$ cat src/rtl/acq_sram_arbiter.sv
// Single-port acquisition SRAM sequencer. DiscReader bytes (via a one-deep hold
// register) take priority over host read/write requests; each port has its own pointer.
module acq_sram_arbiter #(
    parameter int unsigned ADDR_WIDTH = 19,
    parameter int unsigned WR_CYCLES  = 2
) (
    input  logic                  clock_i,
    input  logic                  reset_ni,
    input  logic                  acq_wr_i,
    input  logic [7:0]            acq_data_i,
    input  logic                  acq_clr_i,
    input  logic                  host_addr_ld_i,
    input  logic [ADDR_WIDTH-1:0] host_addr_i,
    input  logic                  host_rd_i,
    input  logic                  host_wr_i,
    input  logic [7:0]            host_wdata_i,
    output logic [7:0]            host_rdata_o,
    output logic                  host_rdy_o,
    output logic                  host_busy_o,
    output logic [ADDR_WIDTH-1:0] acq_ptr_o,
    output logic                  ram_full_o,
    output logic                  acq_overrun_o,
    output logic [ADDR_WIDTH-1:0] sram_addr_o,
    output logic [7:0]            sram_dq_out_o,
    output logic                  sram_dq_oe_o,
    input  logic [7:0]            sram_dq_in_i,
    output logic                  sram_we_n_o,
    output logic                  sram_oe_n_o
);

    localparam int unsigned CNT_W = $clog2(WR_CYCLES + 2);
    localparam logic [CNT_W-1:0] WR_LAST = CNT_W'(WR_CYCLES - 1);
    localparam logic [CNT_W-1:0] RD_LAST = CNT_W'(1);
    localparam logic [ADDR_WIDTH-1:0] ADDR_LAST = '1;

    typedef enum logic [2:0] {
        IDLE    = 3'd0,
        ACQ_WR  = 3'd1,
        HOST_WR = 3'd2,
        HOST_RD = 3'd3,
        RECOVER = 3'd4
    } state_e;

    state_e                  state_q, state_d;
    logic [CNT_W-1:0]        cnt_q, cnt_d;
    logic                    acq_pend_q, acq_pend_d;
    logic [7:0]              acq_byte_q, acq_byte_d;
    logic                    acq_cancel_q, acq_cancel_d;
    logic [ADDR_WIDTH-1:0]   acq_ptr_q, acq_ptr_d;
    logic                    ram_full_q, ram_full_d;
    logic                    overrun_q, overrun_d;
    logic                    host_pend_q, host_pend_d;
    logic                    host_dir_wr_q, host_dir_wr_d;
    logic [7:0]              host_byte_q, host_byte_d;
    logic [ADDR_WIDTH-1:0]   host_ptr_q, host_ptr_d;
    logic                    host_busy_q, host_busy_d;
    logic                    host_rdy_q, host_rdy_d;
    logic [7:0]              host_rdata_q, host_rdata_d;
    logic [ADDR_WIDTH-1:0]   sram_addr_q, sram_addr_d;
    logic [7:0]              sram_dq_q, sram_dq_d;
    logic                    dq_oe_q, dq_oe_d;
    logic                    we_n_q, we_n_d;
    logic                    oe_n_q, oe_n_d;
    logic                    acq_consume;

    always_comb begin
        state_d       = state_q;
        cnt_d         = cnt_q;
        acq_pend_d    = acq_pend_q;
        acq_byte_d    = acq_byte_q;
        acq_cancel_d  = acq_cancel_q;
        acq_ptr_d     = acq_ptr_q;
        ram_full_d    = ram_full_q;
        overrun_d     = overrun_q;
        host_pend_d   = host_pend_q;
        host_dir_wr_d = host_dir_wr_q;
        host_byte_d   = host_byte_q;
        host_ptr_d    = host_ptr_q;
        host_busy_d   = host_busy_q;
        host_rdy_d    = 1'b0;
        host_rdata_d  = host_rdata_q;
        sram_addr_d   = sram_addr_q;
        sram_dq_d     = sram_dq_q;
        dq_oe_d       = dq_oe_q;
        we_n_d        = we_n_q;
        oe_n_d        = oe_n_q;
        acq_consume   = 1'b0;

        // SRAM sequencer; outputs are registered alongside the state they belong to
        unique case (state_q)
            IDLE: begin
                cnt_d = '0;
                if (acq_pend_q && !ram_full_q && !acq_clr_i) begin
                    acq_consume  = 1'b1;
                    acq_cancel_d = 1'b0;
                    state_d      = ACQ_WR;
                    sram_addr_d  = acq_ptr_q;
                    sram_dq_d    = acq_byte_q;
                    dq_oe_d      = 1'b1;
                    we_n_d       = 1'b0;
                end else if (host_pend_q) begin
                    host_pend_d = 1'b0;
                    sram_addr_d = host_ptr_q;
                    if (host_dir_wr_q) begin
                        state_d   = HOST_WR;
                        sram_dq_d = host_byte_q;
                        dq_oe_d   = 1'b1;
                        we_n_d    = 1'b0;
                    end else begin
                        state_d = HOST_RD;
                        oe_n_d  = 1'b0;
                    end
                end
            end
            ACQ_WR, HOST_WR: begin
                if (cnt_q == WR_LAST) begin
                    state_d = RECOVER;
                    cnt_d   = '0;
                    we_n_d  = 1'b1;
                    if (state_q == ACQ_WR) begin
                        if (!acq_cancel_q && !acq_clr_i) begin
                            acq_ptr_d = acq_ptr_q + ADDR_WIDTH'(1);
                            if (acq_ptr_q == ADDR_LAST) begin
                                ram_full_d = 1'b1;
                            end
                        end
                    end else begin
                        host_ptr_d  = host_ptr_q + ADDR_WIDTH'(1);
                        host_rdy_d  = 1'b1;
                        host_busy_d = 1'b0;
                    end
                end else begin
                    cnt_d = cnt_q + CNT_W'(1);
                end
            end
            HOST_RD: begin
                if (cnt_q == RD_LAST) begin
                    state_d      = IDLE;
                    cnt_d        = '0;
                    oe_n_d       = 1'b1;
                    host_rdata_d = sram_dq_in_i;
                    host_ptr_d   = host_ptr_q + ADDR_WIDTH'(1);
                    host_rdy_d   = 1'b1;
                    host_busy_d  = 1'b0;
                end else begin
                    cnt_d = cnt_q + CNT_W'(1);
                end
            end
            RECOVER: begin
                state_d = IDLE;
                dq_oe_d = 1'b0;
            end
            default: begin
                state_d = IDLE;
                we_n_d  = 1'b1;
                oe_n_d  = 1'b1;
                dq_oe_d = 1'b0;
            end
        endcase

        // Hold register: a byte that would land in a full RAM is dropped as overrun
        if (acq_consume) begin
            acq_pend_d = 1'b0;
        end
        if (acq_pend_q && ram_full_q) begin
            acq_pend_d = 1'b0;
            overrun_d  = 1'b1;
        end
        if (acq_wr_i) begin
            if (ram_full_q || (acq_pend_q && !acq_consume)) begin
                overrun_d = 1'b1;
            end else begin
                acq_pend_d = 1'b1;
                acq_byte_d = acq_data_i;
            end
        end
        if (acq_clr_i) begin
            acq_ptr_d  = '0;
            ram_full_d = 1'b0;
            overrun_d  = 1'b0;
            acq_pend_d = 1'b0;
            if (state_q == ACQ_WR) begin
                acq_cancel_d = 1'b1;
            end
        end

        // Host request capture; pointer load and strobes are ignored while busy
        if (!host_busy_q) begin
            if (host_addr_ld_i) begin
                host_ptr_d = host_addr_i;
            end
            if (host_wr_i || host_rd_i) begin
                host_pend_d   = 1'b1;
                host_busy_d   = 1'b1;
                host_dir_wr_d = host_wr_i;
                host_byte_d   = host_wdata_i;
            end
        end
    end

    always_ff @(posedge clock_i or negedge reset_ni) begin
        if (!reset_ni) begin
            state_q       <= IDLE;
            cnt_q         <= '0;
            acq_pend_q    <= 1'b0;
            acq_byte_q    <= '0;
            acq_cancel_q  <= 1'b0;
            acq_ptr_q     <= '0;
            ram_full_q    <= 1'b0;
            overrun_q     <= 1'b0;
            host_pend_q   <= 1'b0;
            host_dir_wr_q <= 1'b0;
            host_byte_q   <= '0;
            host_ptr_q    <= '0;
            host_busy_q   <= 1'b0;
            host_rdy_q    <= 1'b0;
            host_rdata_q  <= '0;
            sram_addr_q   <= '0;
            sram_dq_q     <= '0;
            dq_oe_q       <= 1'b0;
            we_n_q        <= 1'b1;
            oe_n_q        <= 1'b1;
        end else begin
            state_q       <= state_d;
            cnt_q         <= cnt_d;
            acq_pend_q    <= acq_pend_d;
            acq_byte_q    <= acq_byte_d;
            acq_cancel_q  <= acq_cancel_d;
            acq_ptr_q     <= acq_ptr_d;
            ram_full_q    <= ram_full_d;
            overrun_q     <= overrun_d;
            host_pend_q   <= host_pend_d;
            host_dir_wr_q <= host_dir_wr_d;
            host_byte_q   <= host_byte_d;
            host_ptr_q    <= host_ptr_d;
            host_busy_q   <= host_busy_d;
            host_rdy_q    <= host_rdy_d;
            host_rdata_q  <= host_rdata_d;
            sram_addr_q   <= sram_addr_d;
            sram_dq_q     <= sram_dq_d;
            dq_oe_q       <= dq_oe_d;
            we_n_q        <= we_n_d;
            oe_n_q        <= oe_n_d;
        end
    end

    assign host_rdata_o  = host_rdata_q;
    assign host_rdy_o    = host_rdy_q;
    assign host_busy_o   = host_busy_q;
    assign acq_ptr_o     = acq_ptr_q;
    assign ram_full_o    = ram_full_q;
    assign acq_overrun_o = overrun_q;
    assign sram_addr_o   = sram_addr_q;
    assign sram_dq_out_o = sram_dq_q;
    assign sram_dq_oe_o  = dq_oe_q;
    assign sram_we_n_o   = we_n_q;
    assign sram_oe_n_o   = oe_n_q;

endmodule

$ cat config.mk
export PLATFORM = sky130hd
export DESIGN_NAME = acq_sram_arbiter
export DESIGN_NICKNAME = d
export VERILOG_FILES = /design/src/rtl/acq_sram_arbiter.sv
export SDC_FILE = /design/constraint.sdc
export NUM_CORES = 1
export LEC_CHECK = 0
export ABC_AREA = 1
export CORE_MARGIN = 2
export CORE_UTILIZATION = 31
export CTS_CLUSTER_SIZE = 10
export DETAILED_ROUTE_END_ITERATION = 7
export GPL_ROUTABILITY_DRIVEN = 0
export PLACE_DENSITY = 0.62
export SKIP_CTS_REPAIR_TIMING = 1
export SYNTH_ARGS = -nofsm -noshare
export SYNTH_HDL_FRONTEND = slang
export SYNTH_SLANG_ARGS = --single-unit
$ cat constraint.sdc
create_clock -name clock_i -period 2 [get_ports clock_i]
set_input_delay 0.3 -clock clock_i [delete_from_list [all_inputs] [get_ports clock_i]]
set_output_delay 0.3 -clock clock_i [all_outputs]
set_load 0.005 [all_outputs]
## Yosys cells after proc, flatten, opt, wreduce, memory -nomap -nowiden

Index checks and enable logic that the tools add are counted.

- Flip-flop bits (word level): 105
- Input bits: 50
- Output and inout port bits: 61

- Add/sub/neg operators: 3
- Equality and inequality tests: 13
- Multiplexer cells: 72
- Bitwise operators: 5
- Reductions and logical operators: 35

Operators by type and width:

| cell | number |
|---|---|
| two-way mux 19 bit | 12 |
| two-way mux 1 bit | 44 |
| adder 19 x 1 -> 19 bit (second input constant) | 2 |
| case mux 19 bit (2 select lines) | 1 |
| two-way mux 8 bit | 3 |
| == test 19 bit (second input constant) | 1 |
| nonzero test 2 bit | 8 |
| two-way mux 3 bit | 4 |
| inequality test 2 bit (second input constant) | 5 |
| AND reduction 5 bit | 2 |
| case mux 3 bit (3 select lines) | 1 |
| AND reduction 3 bit | 3 |
| AND reduction 2 bit | 4 |
| AND reduction 4 bit | 2 |
| == test 3 x 2 -> 1 bit (second input constant) | 2 |
| inequality test 3 bit (second input constant) | 2 |
| case mux 1 bit (2 select lines) | 3 |
| case mux 1 bit (3 select lines) | 2 |
| OR reduction 3 bit | 2 |
| logical AND 1 bit | 5 |
| NOT 1 bit | 5 |
| zero test 1 bit | 4 |
| case mux 2 bit (2 select lines) | 1 |
| OR reduction 2 bit | 2 |
| other kinds (7) | 8 |

## Logic depth before layout (Yosys ltp)

Gate-level depths: netlist of the first run.

- Word-level depth: 11
- Mapped depth: 10
- Depth with buffers taken out: 10

## Least setup slack after synthesis of the first run

No wires, ideal clock.

- Path kind: reg2reg
- From: register acq_ptr_q[0] (netlist: acq_ptr_o[0])
- To: register acq_ptr_q[12] (netlist: acq_ptr_o[12])
- Library setup time: 0.071 ns
- Data arrival time: 1.519 ns
- Path slack: 0.410 ns
- Stages on the path, launching flop included: 8
- Path buffers: 0
- Path through: dfrtp_1 > ha_1 > nand3_1 > nor3_2 > nand2_1 > o21ai_0 > nand2_1 > nor2_1

- Word-level cells in the longest chain between the ends: 6

RTL lines:

| what | line | RTL |
|---|---|---|
| start: declaration | 49 | `logic [ADDR_WIDTH-1:0] acq_ptr_q, acq_ptr_d;` |
| start signal: assignment | 229 | `acq_ptr_q <= acq_ptr_d;` |
| adder 19 x 1 -> 19 bit | 122 | `acq_ptr_d = acq_ptr_q + ADDR_WIDTH'(1);` |
| two-way mux 19 bit | 121 | `if (!acq_cancel_q && !acq_clr_i) begin` |
| two-way mux 19 bit | 120 | `if (state_q == ACQ_WR) begin` |
| two-way mux 19 bit | 116 | `if (cnt_q == WR_LAST) begin` |
| two-way mux 19 bit | 90 | `unique case (state_q)` |
| two-way mux 19 bit | 177 | `if (acq_clr_i) begin` |

Every way passes these cells. The select of a mux whose other input is x is not followed.
A chain may end at the register's enable or synchronous reset.

## Final worst setup path of the first run

- From: register acq_ptr_q[6] (netlist: acq_ptr_o[6])
- To: output acq_ptr_o[6]

RTL lines:

| what | line | RTL |
|---|---|---|
| end: declaration | 20 | `output logic [ADDR_WIDTH-1:0] acq_ptr_o,` |

No word-level cell between the ends.

==> flow_summary.yaml, run 1 <==
outcome:
  status: "finished clean"
worst_setup_path:
  critical_path_arrival_ns: 1.42
  cp-startpoint: "acq_ptr_o[6]$_DFFE_PN0P_"
  critPathMaxFanout: 7
  critPathSlowestCell: "clkdlybuf4s50_1"
  critPathKind: "reg -> out"
  path_buf_inv: 1
  cp-start-kind: "flop"
  path_delay_family: "buffers and inverters"
  cp-end-kind: "output port"
  cp.required_ns: 1.70
  cp_cell_sequence: "clkdlybuf4s50_1"
  rr_startpoint: "state_q[2]$_DFFE_PN0P_"
  max_stage_delay_ns: 0.56
finish:
  regArea_um2: 2630
  n_fill_cell: 1679
  fin_nets: 835
  syn_to_final_growth_pct: 34.1
  multi_input_area_um2: 2280
  drive_above_1_share_pct: 10.7
  stdcell_count: 1008
  final_util_pct: 42.6
  antenna_cells: 0
power_and_ir_drop:
  fin_total_pwr_w: 0.00876
  irDropWorstVdd_mv: 0.678
  power_density_nw_per_um2: 1240
  leakage_nw: 3.09
synthesis:
  synth_largest_area_cell: "dfrtp_1"
  syn_inst: 654
  ys.warnings.count: 0
  ys_async_sr_fraction_pct: 100
  synth.most_common_cell: "nand2_1"
  ys_ff_latch: 105
  synth_area_leaders: "dfrtp_1 49%, nand2_1 13%, nor2_1 6.3%, inv_1 4.1%, a31oi_1 3.2%"
  yosys.area_share.simple_pct: 28.0
  synth_top_family_by_area: "simple AND/OR/NAND/NOR gates"
  seq_area_frac_synth_pct: 49.9
  synth-main-ff-cell: "dfrtp_1"
  synth_xor_area_share_pct: 2.00
  synthTopCellsByCount: "182 x nand2_1, 103 x dfrtp_1, 88 x nor2_1"
  ys_types: 40
  synth_top_area_share_pct: 48.9
  muxShareOfSynthArea_pct: 1.71
  synth.avg_cell_area_um2: 8.05
  syn_area_um2: 5270
  synth_compound_area_share_pct: 11.1
  synth_edf_count: 0
  synth_nets: 706
  synthAdderAreaFrac_pct: 0.475
placed_design:
  hpwl_um: 11000
  dp_cells: 991
  io_buffers: 110
clock_tree:
  cts_buffers: 9
  cts-root-buf: "clkbuf_16"
  numClockSinks: 105
  clkLatencyLatePin_ns: 0.36
  clk_pin_slew_worst_paths_ns: 0.08
  clockBufferDepth: 2
  cts_tree: "done"
  htree_levels: 3
timing:
  max_slew_margin_pct: 70.7
  rsz0062_at_grt: "no"
  fin_crit_ns: 1.72
  finalHoldViolations: 0
  tns_ns: 0
  fmax_ghz: 0.581
  worst_pin_slew_ns: 0.438
  setup_viol: 0
  whs_ns: 0.406
  slew_violations: 0
  skew_ns: 0.00962
  finalCritPeriodShare_pct: 86.1
route:
  drtAntennaViolNets: 0
  wl_met2_um: 6770
  wl_per_cell_um: 14.4
  wl_um: 14500
  wl_met3_um: 920
  drc: 0
  via_count: 4699
  met1Wirelength_um: 6600
  vias_per_cell: 4.66
  drt_iter0_markers: 306
  dr.pass1.iters: 4
  highest_layer: "met5"
global_route:
  grt_pass1_wl_um: 23700
  grt_pass1_vias: 4546
  antenna_found_initial: 1
  grt_usage_pct: 16.7
  grt_max_degree: 39
  grt-ovfl-total: 0
floorplanning:
  rows: 47
  start_util_pct: 31.8
  die_w_um: 134
  die_area_um2: 18100
  core_um2: 16600
  pin_count: 111
  die_h_um: 134
worst_hold_path:
  hp-class: "in -> async"
flow_run:
  cap_violations: 0
registers in the layout, indices dropped and copies added (netlist names), 3 cells and up:
signal	cells
host_byte_q	8
sram_dq_out_o	8
acq_byte_q	8
acq_ptr_o	19
host_rdata_o	8
sram_addr_o	19
state_q	3
host_ptr_q	19
cell type report:
type,count,share of cell area (%)
clock buffers,11,3.58
clock inverters,5,0.885
inverters,63,3.44
multi-input cells,468,32.3
flip-flops and latches,105,37.2
well taps,220,3.90
repair buffers,136,18.7
layer usage:
layer / up-vias / track usage, %
li1: 2385 / -
met1: 2193 / 22.2
met2: 105 / 26.8
met3: 14 / 4.76
met4: 2 / 4.62
met5: - / 0
final timing paths:
path | endpoint | slack [ns] | depth (start not counted)
worst max-delay path | acq_ptr_o[6] | 0.28 | 1
worst min-delay path | sram_addr_o[2]$_DFFE_PN0P_ | 0.41 | 2
worst max register to register | host_ptr_q[15]$_DFF_PN0_ | 0.28 | 6
worst min register to register | sram_we_n_o$_DFFE_PN1P_ | 0.48 | 2
max in group asynchronous | host_rdy_o$_DFF_PN0_ | 0.91 | 3
min in group clock_i | sram_we_n_o$_DFFE_PN1P_ | 0.48 | 2
cell families after synthesis:
group,after synthesis
xor+xnor,12
mux,8
fa+ha+maj,2
compound gates,100
buf+inv,81
flops,105
simple gates,346
layout by cell type (no fill, tap or decap), types with 24 or more instances in the layout:
master,instances
nor2_1,88
a31oi_1,27
o21ai_0,25
buf_4,24
nand2_1,182
inv_1,57
clkdlybuf4s50_1,109
dfrtp_1,103
a21oi_1,31
nand3_1,29
power by group:
part	total, W	switching, W	internal (W)
clock network	0.00188	0.000832	0.00105
logic	0.00336	0.00170	0.00166
registers	0.00352	0.000614	0.00290
total	0.00876	0.00314	0.00561
per-stage QoR:
stage,setup WS (ns),area (µm²)
finish,0.279,7070
floorplan,0.410,5270
global placement,0.152,6740
CTS,0.268,7060
global route,0.0231,7070
detailed placement,0.109,6740
No activity file was read; power rests on OpenSTA's default activity.
==> inputs of run 2 (changes only) <==
PLACE_DENSITY = unset   (was 0.62)
==> flow_summary.yaml, run 2 (synthesized netlist as in run 1, its figures left out) <==
outcome:
  status: "finished clean"
timing:
  max_slew_margin_pct: 63.5
  tns_ns: 0
  finalHoldViolations: 0
  setup_viol: 0
  skew_ns: 0.00764
  slew_violations: 0
  fin_crit_ns: 1.78
  worst_pin_slew_ns: 0.543
  fmax_ghz: 0.562
  finalCritPeriodShare_pct: 88.9
  whs_ns: 0.392
  rsz0062_at_grt: "no"
finish:
  mostFrequentLayoutCell: "nand2_1"
  n_fill_cell: 1725
  mostFrequentLayoutCells: "182 x nand2_1, 109 x clkdlybuf4s50_1, 103 x dfrtp_1"
  syn_to_final_growth_pct: 33.1
  fin_nets: 829
  drive_above_1_share_pct: 10.1
  final_util_pct: 42.3
  multi_input_area_um2: 2280
  antenna_cells: 0
  stdcell_count: 1002
  regArea_um2: 2630
floorplanning:
  die_h_um: 134
  core_um2: 16600
  die_w_um: 134
  die_area_um2: 18100
  pin_count: 111
  rows: 47
  start_util_pct: 31.8
route:
  drc: 0
  drtAntennaViolNets: 0
  dr.pass1.iters: 5
  drt_iter0_markers: 347
  wl_per_cell_um: 14.3
  vias_per_cell: 4.66
  wl_um: 14300
  via_count: 4674
flow_run:
  cap_violations: 0
worst_setup_path:
  cp-start-kind: "flop"
  rr_startpoint: "host_ptr_q[1]$_DFF_PN0_"
  rrSetupSlack_ns: 0.22
  cp-end-kind: "flop"
  ff2ff_path_depth: 10
  critPathKind: "reg -> reg"
  timing.rr.end: "host_ptr_q[16]$_DFF_PN0_"
  critical_path_arrival_ns: 2.03
  cp.required_ns: 2.25
  critPathMaxFanout: 4
placed_design:
  hpwl_um: 10900
  dp_cells: 985
  io_buffers: 110
global_route:
  grt_usage_pct: 16.8
  grt_max_degree: 57
  antenna_found_initial: 1
  grt-ovfl-total: 0
  grt_pass1_vias: 4649
  grt_pass1_wl_um: 23800
power_and_ir_drop:
  power_density_nw_per_um2: 1240
  irDropWorstVdd_mv: 0.579
  leakage_nw: 3.05
clock_tree:
  clockBufferDepth: 2
  numClockSinks: 105
  cts_buffers: 9
  cts-root-buf: "clkbuf_16"
  htree_levels: 3
  clkLatencyLatePin_ns: 0.36
  cts_tree: "done"
  clk_pin_slew_worst_paths_ns: 0.07
worst_hold_path:
  hp-class: "in -> async"
-- run 2: cell type report --
cell class	count	area share, %
clock buffer	9	3.21
inverter	63	3.46
tap	220	3.93
multi-input combinational	468	32.6
sequential	105	37.5
timing repair buffer	130	18.2
clock inverter	7	1.11
-- run 2: critical path: stages (launching register included) --
cell,delay [ns]
dfrtp_1,0.44
ha_1,0.17
inv_1,0.05
nor2_1,0.21
nand4_1,0.29
nor2_2,0.24
nand2_1,0.07
nand2_1,0.06
nand3_1,0.06
nand2_1,0.06
inv_1,0.03
-- run 2: how the worst max path moves through the flow --
stage,startpoint,end,slack [ns],cells after the start
after floorplan,acq_ptr_o[0]$_DFFE_PN0P_,acq_ptr_o[12]$_DFFE_PN0P_,0.41,7
after CTS,host_ptr_q[1]$_DFF_PN0_,host_ptr_q[16]$_DFF_PN0_,0.18,10
after detailed placement,acq_clr_i,acq_byte_q[2]$_DFFE_PN0P_,0.12,10
after global placement,acq_clr_i,sram_dq_oe_o$_DFFE_PN0P_,0.15,9
final,host_ptr_q[1]$_DFF_PN0_,host_ptr_q[16]$_DFF_PN0_,0.22,10
after global routing,host_ptr_q[0]$_DFF_PN0_,host_ptr_q[16]$_DFF_PN0_,0.03,10
-- run 2: through the flow --
stage / cell area (µm²) / power (W) / worst slack, ns
finish: 7010 / 0.00869 / 0.221
global placement: 6700 / 0.00688 / 0.148
floorplan: 5270 / 0.00534 / 0.410
global route: 7010 / 0.00940 / 0.0304
CTS: 7000 / 0.00884 / 0.176
detailed placement: 6700 / 0.00695 / 0.117
-- run 2: power by group --
part	total, W	internal [W]	switching, W
Clock	0.00184	0.000983	0.000857
Combinational	0.00334	0.00166	0.00168
Sequential	0.00352	0.00290	0.000614
-- run 2: routing by layer --
metal	wire [µm]	vias to the layer above	global-route usage, %
met5	11	-	0
met1	6450	2156	21.9
met2	6700	112	27.0
met4	195	2	4.91
met3	974	16	5.22
li1	-	2388	-
==> patch: new RTL, flow settings as in run 1 <==
`acq_byte_q`, `host_byte_q`, `host_rdata_q` and `sram_addr_q` no longer have a reset.
--- a/src/rtl/acq_sram_arbiter.sv
+++ b/src/rtl/acq_sram_arbiter.sv
@@ -203,19 +203,15 @@
             state_q       <= IDLE;
             cnt_q         <= '0;
             acq_pend_q    <= 1'b0;
-            acq_byte_q    <= '0;
             acq_cancel_q  <= 1'b0;
             acq_ptr_q     <= '0;
             ram_full_q    <= 1'b0;
             overrun_q     <= 1'b0;
             host_pend_q   <= 1'b0;
             host_dir_wr_q <= 1'b0;
-            host_byte_q   <= '0;
             host_ptr_q    <= '0;
             host_busy_q   <= 1'b0;
             host_rdy_q    <= 1'b0;
-            host_rdata_q  <= '0;
-            sram_addr_q   <= '0;
             sram_dq_q     <= '0;
             dq_oe_q       <= 1'b0;
             we_n_q        <= 1'b1;
@@ -224,24 +220,27 @@
             state_q       <= state_d;
             cnt_q         <= cnt_d;
             acq_pend_q    <= acq_pend_d;
-            acq_byte_q    <= acq_byte_d;
             acq_cancel_q  <= acq_cancel_d;
             acq_ptr_q     <= acq_ptr_d;
             ram_full_q    <= ram_full_d;
             overrun_q     <= overrun_d;
             host_pend_q   <= host_pend_d;
             host_dir_wr_q <= host_dir_wr_d;
-            host_byte_q   <= host_byte_d;
             host_ptr_q    <= host_ptr_d;
             host_busy_q   <= host_busy_d;
             host_rdy_q    <= host_rdy_d;
-            host_rdata_q  <= host_rdata_d;
-            sram_addr_q   <= sram_addr_d;
             sram_dq_q     <= sram_dq_d;
             dq_oe_q       <= dq_oe_d;
             we_n_q        <= we_n_d;
             oe_n_q        <= oe_n_d;
         end
+    end
+
+    always_ff @(posedge clock_i) begin
+        acq_byte_q   <= acq_byte_d;
+        host_byte_q  <= host_byte_d;
+        host_rdata_q <= host_rdata_d;
+        sram_addr_q  <= sram_addr_d;
     end
 
     assign host_rdata_o  = host_rdata_q;
Formal check against the unedited RTL: differs if reset_ni is asserted again (counterexample within 4 cycles, from zero or initial values and one cycle with reset_ni low); with reset_ni held inactive, the same outputs for 4 cycles.
==> patch against run 1 <==
- worst setup slack is essentially flat
- synthesized area down 5.0%
- sequential power barely moved
- sequential cell count unchanged
- wire length shrank 9.2%
- power decreased by 6.5%
- final area down 4.1%
- fmax barely moved
- highest routed layer is now met4
==> patch: results (changes against run 1) <==
- layout buffering overhead excluding clock cells: 0.184, -0.00270
- slowest stage delay, CP: 0.54 ns, -0.02 ns
- setup slack at placement: 0.104 ns, -0.00500 ns
- fraction of final layout cells with drive strength greater than 1: 0.0916, -0.0150
- count of flip-flops with a built-in enable after synthesis: 43, +43
- Detailed Routing Iterations Pass 1: 5, +1
- pin count of the biggest net entering global routing: 63, +62%
- commonest cells in the netlist: sky130_fd_sc_hd__nand2_1, sky130_fd_sc_hd__dfrtp_1, sky130_fd_sc_hd__nor2_1
- peak fanout along the critical path: 2, -5
- dpl cell area: 6440 um2, -4.4%
- reg-to-reg critical path endpoint: ram_full_o
- net count of the finished layout: 735, -12%
- fraction of area in registers: 0.420, +0.0477
- Slowest cell on crit path: sky130_fd_sc_hd__dfstp_2
- cell types with the largest area share after synthesis: sky130_fd_sc_hd__dfrtp_1, sky130_fd_sc_hd__edfxtp_1, sky130_fd_sc_hd__nand2_1
- final non-filler cell total: 904, -10%
- leakage power summed over all cells: 2.75 nW, -11%
- Area growth syn-to-layout: 35.4%
- mux share of post-synthesis cell area: 0, -0.0171
- Final clock-cell share: 0.0473, +0.00265
- Worst Reg2Reg Path Length in Cells: 7, +1
- part of the Yosys area used for sequential elements: 0.569, +0.0694
- hold slack final: 0.468 ns, +0.0615 ns
- outcome: finished clean
- detailed-route vias per instance: 4.79, +2.8%
- multi-input logic portion of the cell area: 0.274, -0.0491
- Critical Path Sink: sram_oe_n_o
- summed area of non-filler cells in the final layout: 6780 um2, -4.1%
- Filler Cells Inserted: 1517, -9.6%
- async set-reset flop share out of synthesis: 0.590, -0.410
- category of cells accounting for the largest share of critical-path delay: flip-flops
- critical path launch point: sram_oe_n_o
- average footprint of a synthesized cell: 8.95 um2, +11%
- met1 track demand over resource in global routing: 0.202, -0.0200
- global-route wire length before repair: 20900 um, -12%
- wire length per cell: 14.6 um, +1.2%
- global routing met2 resource utilization: 0.261, -0.00696
- drt drc: 0, unchanged
- Synthesized Nets: 611, -13%
- Iteration-0 DRC Markers: 341, +11%
- initial antenna violation count: 0, -1
- number of cells after detailed placement: 887, -10%
- Worst Tran Pin Value: 0.596 ns, +0.157 ns
- compound-cell area share of the yosys netlist: 0.108, -0.00362
- number of ordinary and repair buffers in the finished layout: 125, -8.1%
- peak ir drop on the vdd network: 0.000683 V, +0.69%
- vias in the first global route: 4210, -7.4%
- total global routing track utilization: 0.159, -0.00782
- switching component of the power: 0.00285 W, -9.3%
- smallest setup slack after layout: 0.279 ns, +0.000484 ns
- total number of multi-input combinational cells: 379, -19%
- HPWL after detailed placement: 9900 um, -10%
- routing usage on met3: 0.0428, -0.00487
- Clock Skew: 0.00604 ns, -0.00358 ns
==> patch: cell families (layout without fill, tap and decap cells) <==
| group | Yosys count | after routing |
|---|---|---|
| buffers and inverters | 75 | 204 |
| DFF | 105 | 105 |
| and+or+nand+nor | 263 | 263 |
| AOI/OAI and AO/OA | 103 | 103 |
| adders and majority gates | 2 | 2 |
| xor gates and xnor gates | 11 | 11 |
==> patch: layer usage <==
layer | vias up | routed length, um | share of wire
met1 | 2036 | 5600 | 0.43
met5 | - | 0 | 0
li1 | 2114 | - | -
met3 | 27 | 989 | 0.075
met2 | 157 | 6220 | 0.47
met4 | 0 | 362 | 0.027
==> patch: power by group through the flow <==
stage / sequential (W) / combinational [W] / clock [W]
after floorplan: 0.00340 / 0.00158 / 0
after global placement: 0.00356 / 0.00268 / 0
after detailed placement: 0.00355 / 0.00277 / 0
after CTS: 0.00352 / 0.00278 / 0.00197
after global routing: 0.00360 / 0.00313 / 0.00203
final: 0.00352 / 0.00276 / 0.00191
